`config.mk`:
```
export PLATFORM = sky130hd
export DESIGN_NAME = temp_alarm_monitor
export DESIGN_NICKNAME = d
export VERILOG_FILES = /design/src/rtl/temp_mon_pkg.sv /design/src/rtl/temp_channel_fsm.sv /design/src/rtl/temp_alarm_monitor.sv
export SDC_FILE = /design/constraint.sdc
export NUM_CORES = 1
export LEC_CHECK = 0
export BUFFER_PORTS_ARGS = -buffer_cell sky130_fd_sc_hd__buf_2
export CAP_MARGIN = 20
export CORE_UTILIZATION = 50
export DETAILED_ROUTE_END_ITERATION = 12
export GPL_ROUTABILITY_DRIVEN = 0
export PLACE_DENSITY = 0.76
export SLEW_MARGIN = 15
export SYNTH_ARGS = -nofsm -noshare
export SYNTH_HDL_FRONTEND = slang
export SYNTH_SLANG_ARGS = --single-unit
```
`constraint.sdc`:
```
create_clock -name clk_2 -period 3 [get_ports clk_2]
set_clock_uncertainty 0.1 [all_clocks]
set_input_delay 0.3 -clock clk_2 [delete_from_list [all_inputs] [get_ports clk_2]]
set_output_delay 0.3 -clock clk_2 [all_outputs]
set_load 0.02 [all_outputs]
```
`src/rtl/temp_mon_pkg.sv`:
```
// Shared types and code constants for the multi-channel temperature alarm monitor.
// The state encoding is identical to the 2-bit sensor level code {T1,T2}.
package temp_mon_pkg;

  typedef enum logic [1:0] {
    COLD   = 2'b00,
    FAULT  = 2'b01,
    NORMAL = 2'b10,
    HOT    = 2'b11
  } temp_state_t;

  localparam logic [1:0] CODE_COLD   = 2'b00;
  localparam logic [1:0] CODE_FAULT  = 2'b01;
  localparam logic [1:0] CODE_NORMAL = 2'b10;
  localparam logic [1:0] CODE_HOT    = 2'b11;
  localparam logic [1:0] CODE_RESET  = CODE_NORMAL;

endpackage

```
`src/rtl/temp_channel_fsm.sv`:
```
// One sensor channel: debounce of the 2-bit level code followed by a Moore
// classifier with a latched FAULT state and a combinational entry pulse.
module temp_channel_fsm
  import temp_mon_pkg::*;
#(
  parameter int DEBOUNCE = 3
) (
  input  logic       clk_2,
  input  logic       reset,
  input  logic [1:0] code,
  input  logic       ack,
  output logic       cold,
  output logic       hot,
  output logic       fault,
  output logic       entry
);

  localparam int CW = $clog2(DEBOUNCE + 1);
  localparam logic [CW-1:0] DEB_MAX = CW'(DEBOUNCE);

  logic [1:0]    cand_p0, cand_nxt;
  logic [CW-1:0] cnt_p0, cnt_nxt;
  logic [1:0]    accepted_p1;
  temp_state_t   state_p2, state_nxt;

  always_comb begin
    cand_nxt = cand_p0;
    cnt_nxt  = cnt_p0;
    if (code == cand_p0) begin
      if (cnt_p0 != DEB_MAX) cnt_nxt = cnt_p0 + CW'(1);
    end else begin
      cand_nxt = code;
      cnt_nxt  = CW'(1);
    end
  end

  // A latched fault only releases on ack once the debounced code is no longer FAULT.
  always_comb begin
    state_nxt = state_p2;
    entry     = 1'b0;
    if (state_p2 != FAULT) begin
      state_nxt = temp_state_t'(accepted_p1);
      entry     = (accepted_p1 == CODE_FAULT);
    end else if (ack && (accepted_p1 != CODE_FAULT)) begin
      state_nxt = temp_state_t'(accepted_p1);
    end
  end

  // p0: candidate/count, p1: accepted code, p2: classifier state
  always_ff @(posedge clk_2) begin
    if (reset) begin
      cand_p0     <= CODE_RESET;
      cnt_p0      <= '0;
      accepted_p1 <= CODE_RESET;
      state_p2    <= NORMAL;
    end else begin
      cand_p0  <= cand_nxt;
      cnt_p0   <= cnt_nxt;
      if (cnt_nxt == DEB_MAX) accepted_p1 <= cand_nxt;
      state_p2 <= state_nxt;
    end
  end

  assign cold  = (state_p2 == COLD);
  assign hot   = (state_p2 == HOT);
  assign fault = (state_p2 == FAULT);

endmodule

```
`src/rtl/temp_alarm_monitor.sv`:
```
// NCHAN debounced temperature classifiers with a saturating fault-entry counter.
// Optional macro TEMP_BLINK_EN makes any_fault blink with half-period BLINK_DIV.
module temp_alarm_monitor
  import temp_mon_pkg::*;
#(
  parameter int NCHAN     = 4,
  parameter int DEBOUNCE  = 3,
  parameter int CNT_W     = 8,
  parameter int BLINK_DIV = 4
) (
  input  logic               clk_2,
  input  logic               reset,
  input  logic [2*NCHAN-1:0] code_in,
  input  logic [NCHAN-1:0]   fault_ack,
  output logic [NCHAN-1:0]   cold,
  output logic [NCHAN-1:0]   hot,
  output logic [NCHAN-1:0]   fault,
  output logic               any_fault,
  output logic [CNT_W-1:0]   fault_count
);

  localparam int PW = $clog2(NCHAN + 1);
  localparam int SW = CNT_W + PW;
  localparam logic [CNT_W-1:0] CNT_MAX = {CNT_W{1'b1}};

  logic [NCHAN-1:0] entry;

  for (genvar i = 0; i < NCHAN; i++) begin : g_chan
    temp_channel_fsm #(.DEBOUNCE(DEBOUNCE)) u_chan (
      .clk_2 (clk_2),
      .reset (reset),
      .code  (code_in[2*i+1:2*i]),
      .ack   (fault_ack[i]),
      .cold  (cold[i]),
      .hot   (hot[i]),
      .fault (fault[i]),
      .entry (entry[i])
    );
  end

  function automatic logic [PW-1:0] popcount(input logic [NCHAN-1:0] v);
    logic [PW-1:0] n;
    n = '0;
    for (int i = 0; i < NCHAN; i++) n = n + PW'(v[i]);
    return n;
  endfunction

  function automatic logic [CNT_W-1:0] sat_add(input logic [CNT_W-1:0] a,
                                               input logic [PW-1:0]    b);
    logic [SW-1:0] s;
    s = SW'(a) + SW'(b);
    if (s > SW'(CNT_MAX)) return CNT_MAX;
    return s[CNT_W-1:0];
  endfunction

  // p0: fault-entry count, updated on the same edge the channels enter FAULT
  always_ff @(posedge clk_2) begin
    if (reset) fault_count <= '0;
    else       fault_count <= sat_add(fault_count, popcount(entry));
  end

`ifdef TEMP_BLINK_EN
  localparam int BW = (BLINK_DIV > 1) ? $clog2(BLINK_DIV) : 1;

  logic [BW-1:0] blink_cnt_p0;
  logic          blink_phase_p0;

  // Divider restarts whenever no channel is faulted so each alarm starts lit.
  always_ff @(posedge clk_2) begin
    if (reset || !(|fault)) begin
      blink_cnt_p0   <= '0;
      blink_phase_p0 <= 1'b0;
    end else if (blink_cnt_p0 == BW'(BLINK_DIV - 1)) begin
      blink_cnt_p0   <= '0;
      blink_phase_p0 <= ~blink_phase_p0;
    end else begin
      blink_cnt_p0   <= blink_cnt_p0 + BW'(1);
    end
  end

  assign any_fault = (|fault) & ~blink_phase_p0;
`else
  assign any_fault = |fault;
`endif

endmodule

```
==> run summary <==
The combined global-route utilization of all metal layers came out at 0.1777. The post-CTS clock slew at the launch and capture registers of the worst setup and hold paths is roughly 110 ps. The detailed-route vias per instance came out at 4.846. The portion of the post-synthesis area used by sequential elements is 0.4658. In this run the vertical extent of the chip is a little over 60 um. The critical path launch point type is a flop. The hold slack is roughly 65 ps.

The TritonCTS sink count is 40. The worst setup path is captured at a flop. The share of the core filled with cells is 0.6012. The number of antenna diodes came out at 0.

The number of nets produced by synthesis is around 210. The remaining global-route overflow came out at 0. The net count of the finished layout is around 230.

The number of antenna-violating nets in the routed design came out at 0. In the layout the commonest cells are sky130_fd_sc_hd__dfxtp_1 (40), sky130_fd_sc_hd__nor2_1 (38), sky130_fd_sc_hd__buf_2 (34). Leaving out fill and tap cells, the most frequent cell in the layout is sky130_fd_sc_hd__dfxtp_1. After synthesis, the share of flip-flops with an asynchronous set or reset is 0. The area enclosed by the die boundary is about 0.0037 mm^2. For the worst setup path, the data required time is around 3200 ps. The total negative setup slack came out at 0 ps.

The TritonCTS clock tree is done. The synthesized instance count came out at about 190. The setup check on the worst reg-to-reg path leaves a slack of approximately 340 ps. The finished cells cover ~0.0019 mm^2. The average routed wire per standard cell is 10.51 um. The total power is between 0.8 and 0.9 mW. The synthesized area per cell came out at 9.096 um^2. After detailed routing, the number of remaining DRC violations is 0. The worst-case IR drop observed on VDD is about 0.00029 V. The worst pin sits at a relative slew slack of 0.5661. The number of enable flip-flop cells after synthesis is 0. The total I/O pin count came out at 35. Power spread over the standard cell area amounts to 470.1 mW/mm^2. The layout filler cell count is approximately 300. The top flip-flop cell by instance count after synthesis is sky130_fd_sc_hd__dfxtp_1. Sorting the synthesized cells by area gives the leading types as sky130_fd_sc_hd__dfxtp_1 (47%), sky130_fd_sc_hd__nor2_1 (8.3%), sky130_fd_sc_hd__buf_4 (5.2%), sky130_fd_sc_hd__xnor2_1 (5.1%), sky130_fd_sc_hd__fa_1 (3.5%). The layout cell share with drive strength beyond 1 came out at 0.2372. In this run the worst path has a maximum fanout of 5. Clock tree synthesis selected as its root buffer the cell sky130_fd_sc_hd__clkbuf_4. The number of global-route vias before repair came out at approximately 1100. The final period utilization came out at 0.8875. The setup path with the least slack is of type flop to flop.

The slew at the pin with the worst max-slew slack came out at around 650 ps. The synthesized design spends more area on one cell type than any other, namely sky130_fd_sc_hd__dfxtp_1. Max-cap violations in this run came to 0. The total leakage power came out at between 0.8 and 0.9 nW.

The number of rows created at floorplan is 20. The count of input and output buffers is 34. The area fraction of the dominant cell type after synthesis came out at 0.4658. Compared with the post-synthesis result, the final layout area differs by 10.26%. The total of warnings raised by yosys is 0. The number of antenna violations at the first check in global routing came out at 0. The number of vias in the routed layout is roughly 1300.

The iteration-0 DRC count of the detailed router came out at 22. Entering global routing, the biggest net connects just over 40 pins. The H-tree depth came out at 2. The total count of max-transition violations in the final report came out at 0.

After detailed routing, the total wire length is between 2000 and 3000 um. The effective utilization at floorplan is 0.5452. The number of buffers on the longest clock path came out at 2. The total clock buffers created by CTS came out at 5. The area of the mapped netlist came out at between 0.0015 and 0.002 mm^2. The setup violation total in the final timing report came out at 0. The flow ran to the end, and the final reports show no timing, DRC or antenna violations. The first global-routing pass estimated between 4000 and 5000 um of wire. The final number of hold-violating endpoints is 0.

The minimum clock period after layout is ~2700 ps. The type of the tightest min-delay check is primary input to flop. Setup repair after global routing left no endpoint under its margin. The upper clock frequency limit is roughly 380 MHz. The floorplan core area is approximately 0.0032 mm^2. For the worst-skew pair, the clock arrives at the later sink with an insertion delay of 360 ps.

The final HPWL from detailed placement is 1916 um. The post-cts resize count is 0. The data arrival time of the critical path came out at 2840 ps. The distinct cell type count of the synthesized netlist is 30. The die extent in x is ~60 um. After synthesis the netlist holds a flip-flop and latch count of 40. The first TritonRoute pass finished after 4 iterations. After clock tree synthesis, the flow added hold-fix buffers numbering 0. The cell area after placement is ~0.0018 mm^2. The number of buffers added for setup after CTS came out at 0.
[worst max-delay path: stages (launching register included)]
cell and delay [ps]:
sky130_fd_sc_hd__dfxtp_1 350, sky130_fd_sc_hd__nand2b_1 200, sky130_fd_sc_hd__nand3b_1 120, sky130_fd_sc_hd__fa_1 480, sky130_fd_sc_hd__fa_1 470, sky130_fd_sc_hd__inv_1 90, sky130_fd_sc_hd__fa_1 220, sky130_fd_sc_hd__and4_4 260
sky130_fd_sc_hd__nand4_4 130, sky130_fd_sc_hd__a21oi_1 180
[kinds of logic after synthesis]
kind of cell,Yosys count,synth area share
multiplexers,4,0.02329
AND/OR/NAND/NOR,87,0.2693
flip-flops,40,0.4658
XOR/XNOR,11,0.05604
AO/OA/AOI/OAI,19,0.06187
adder cells (fa/ha/maj),4,0.04221
buffers and inverters,24,0.08152
[Yosys cell counts (5+ instances only)]
library cell and number:
sky130_fd_sc_hd__a21oi_1 10, sky130_fd_sc_hd__xnor2_1 10, sky130_fd_sc_hd__nor2_1 38, sky130_fd_sc_hd__nand3_1 6, sky130_fd_sc_hd__buf_4 12, sky130_fd_sc_hd__o21ai_0 6
sky130_fd_sc_hd__nand2b_1 8, sky130_fd_sc_hd__dfxtp_1 40, sky130_fd_sc_hd__nor3_1 5, sky130_fd_sc_hd__inv_1 8
[metal layers]
| metal | wire, um | share of wire | GRT usage | vias to the layer above |
|---|---|---|---|---|
| met4 | 76 | 0.028 | 0.1266 | 0 |
| li1 | - | - | - | 656 |
| met2 | 1182 | 0.43 | 0.2873 | 40 |
| met3 | 143 | 0.053 | 0.04478 | 9 |
| met1 | 1320 | 0.48 | 0.2054 | 550 |
| met5 | 0 | 0 | 0 | - |
[area by class of cell]
type,instances,area (um^2),share of cell area
sequential,40,800.8,0.4224
multi-input combinational,125,778.2,0.4106
timing repair buffer,34,170.2,0.08977
tap,44,55.05,0.02904
clock buffer,6,51.30,0.02706
inverter,8,30.03,0.01584
clock inverter,2,10.01,0.005281
[registers in the layout, indices dropped and copies added (netlist names)]
| register | cells |
|---|---|
| fault_count | 8 |
| g_chan.u_chan.accepted_p1 | 8 |
| g_chan.u_chan.cand_p0 | 8 |
| g_chan.u_chan.cnt_p0 | 8 |
| g_chan.u_chan.state_p2 | 8 |
[path summary, 6_finish.rpt]
check | from | endpoint | cells past startpoint
setup reg to reg | g_chan[2].u_chan.state_p2[1]$_SDFFE_PP1P_ | fault_count[0]$_SDFF_PP0_ | 9
hold / removal | code_in[3] | g_chan[1].u_chan.cand_p0[1]$_SDFF_PP1_ | 2
setup / recovery | g_chan[2].u_chan.state_p2[1]$_SDFFE_PP1P_ | fault_count[0]$_SDFF_PP0_ | 9
hold reg to reg | g_chan[1].u_chan.cnt_p0[0]$_SDFF_PP0_ | g_chan[1].u_chan.cnt_p0[1]$_SDFF_PP0_ | 2
[power breakdown]
| part | internal (mW) | total (mW) | leakage [nW] | switching, mW |
|---|---|---|---|---|
| Clock | 0.111 | 0.283 | 0.0380 | 0.172 |
| Combinational | 0.0262 | 0.0554 | 0.513 | 0.0292 |
| Sequential | 0.545 | 0.553 | 0.327 | 0.00735 |
| Total | 0.683 | 0.891 | 0.878 | 0.208 |
[stage by stage]
step                cells  setup slack [ps]
finish                259             337.4
global route          259             148.5
detailed placement    251             354.0
global placement      251             400.3
floorplan             189             518.2
CTS                   259             330.7
(Power assumes the default switching activity.)
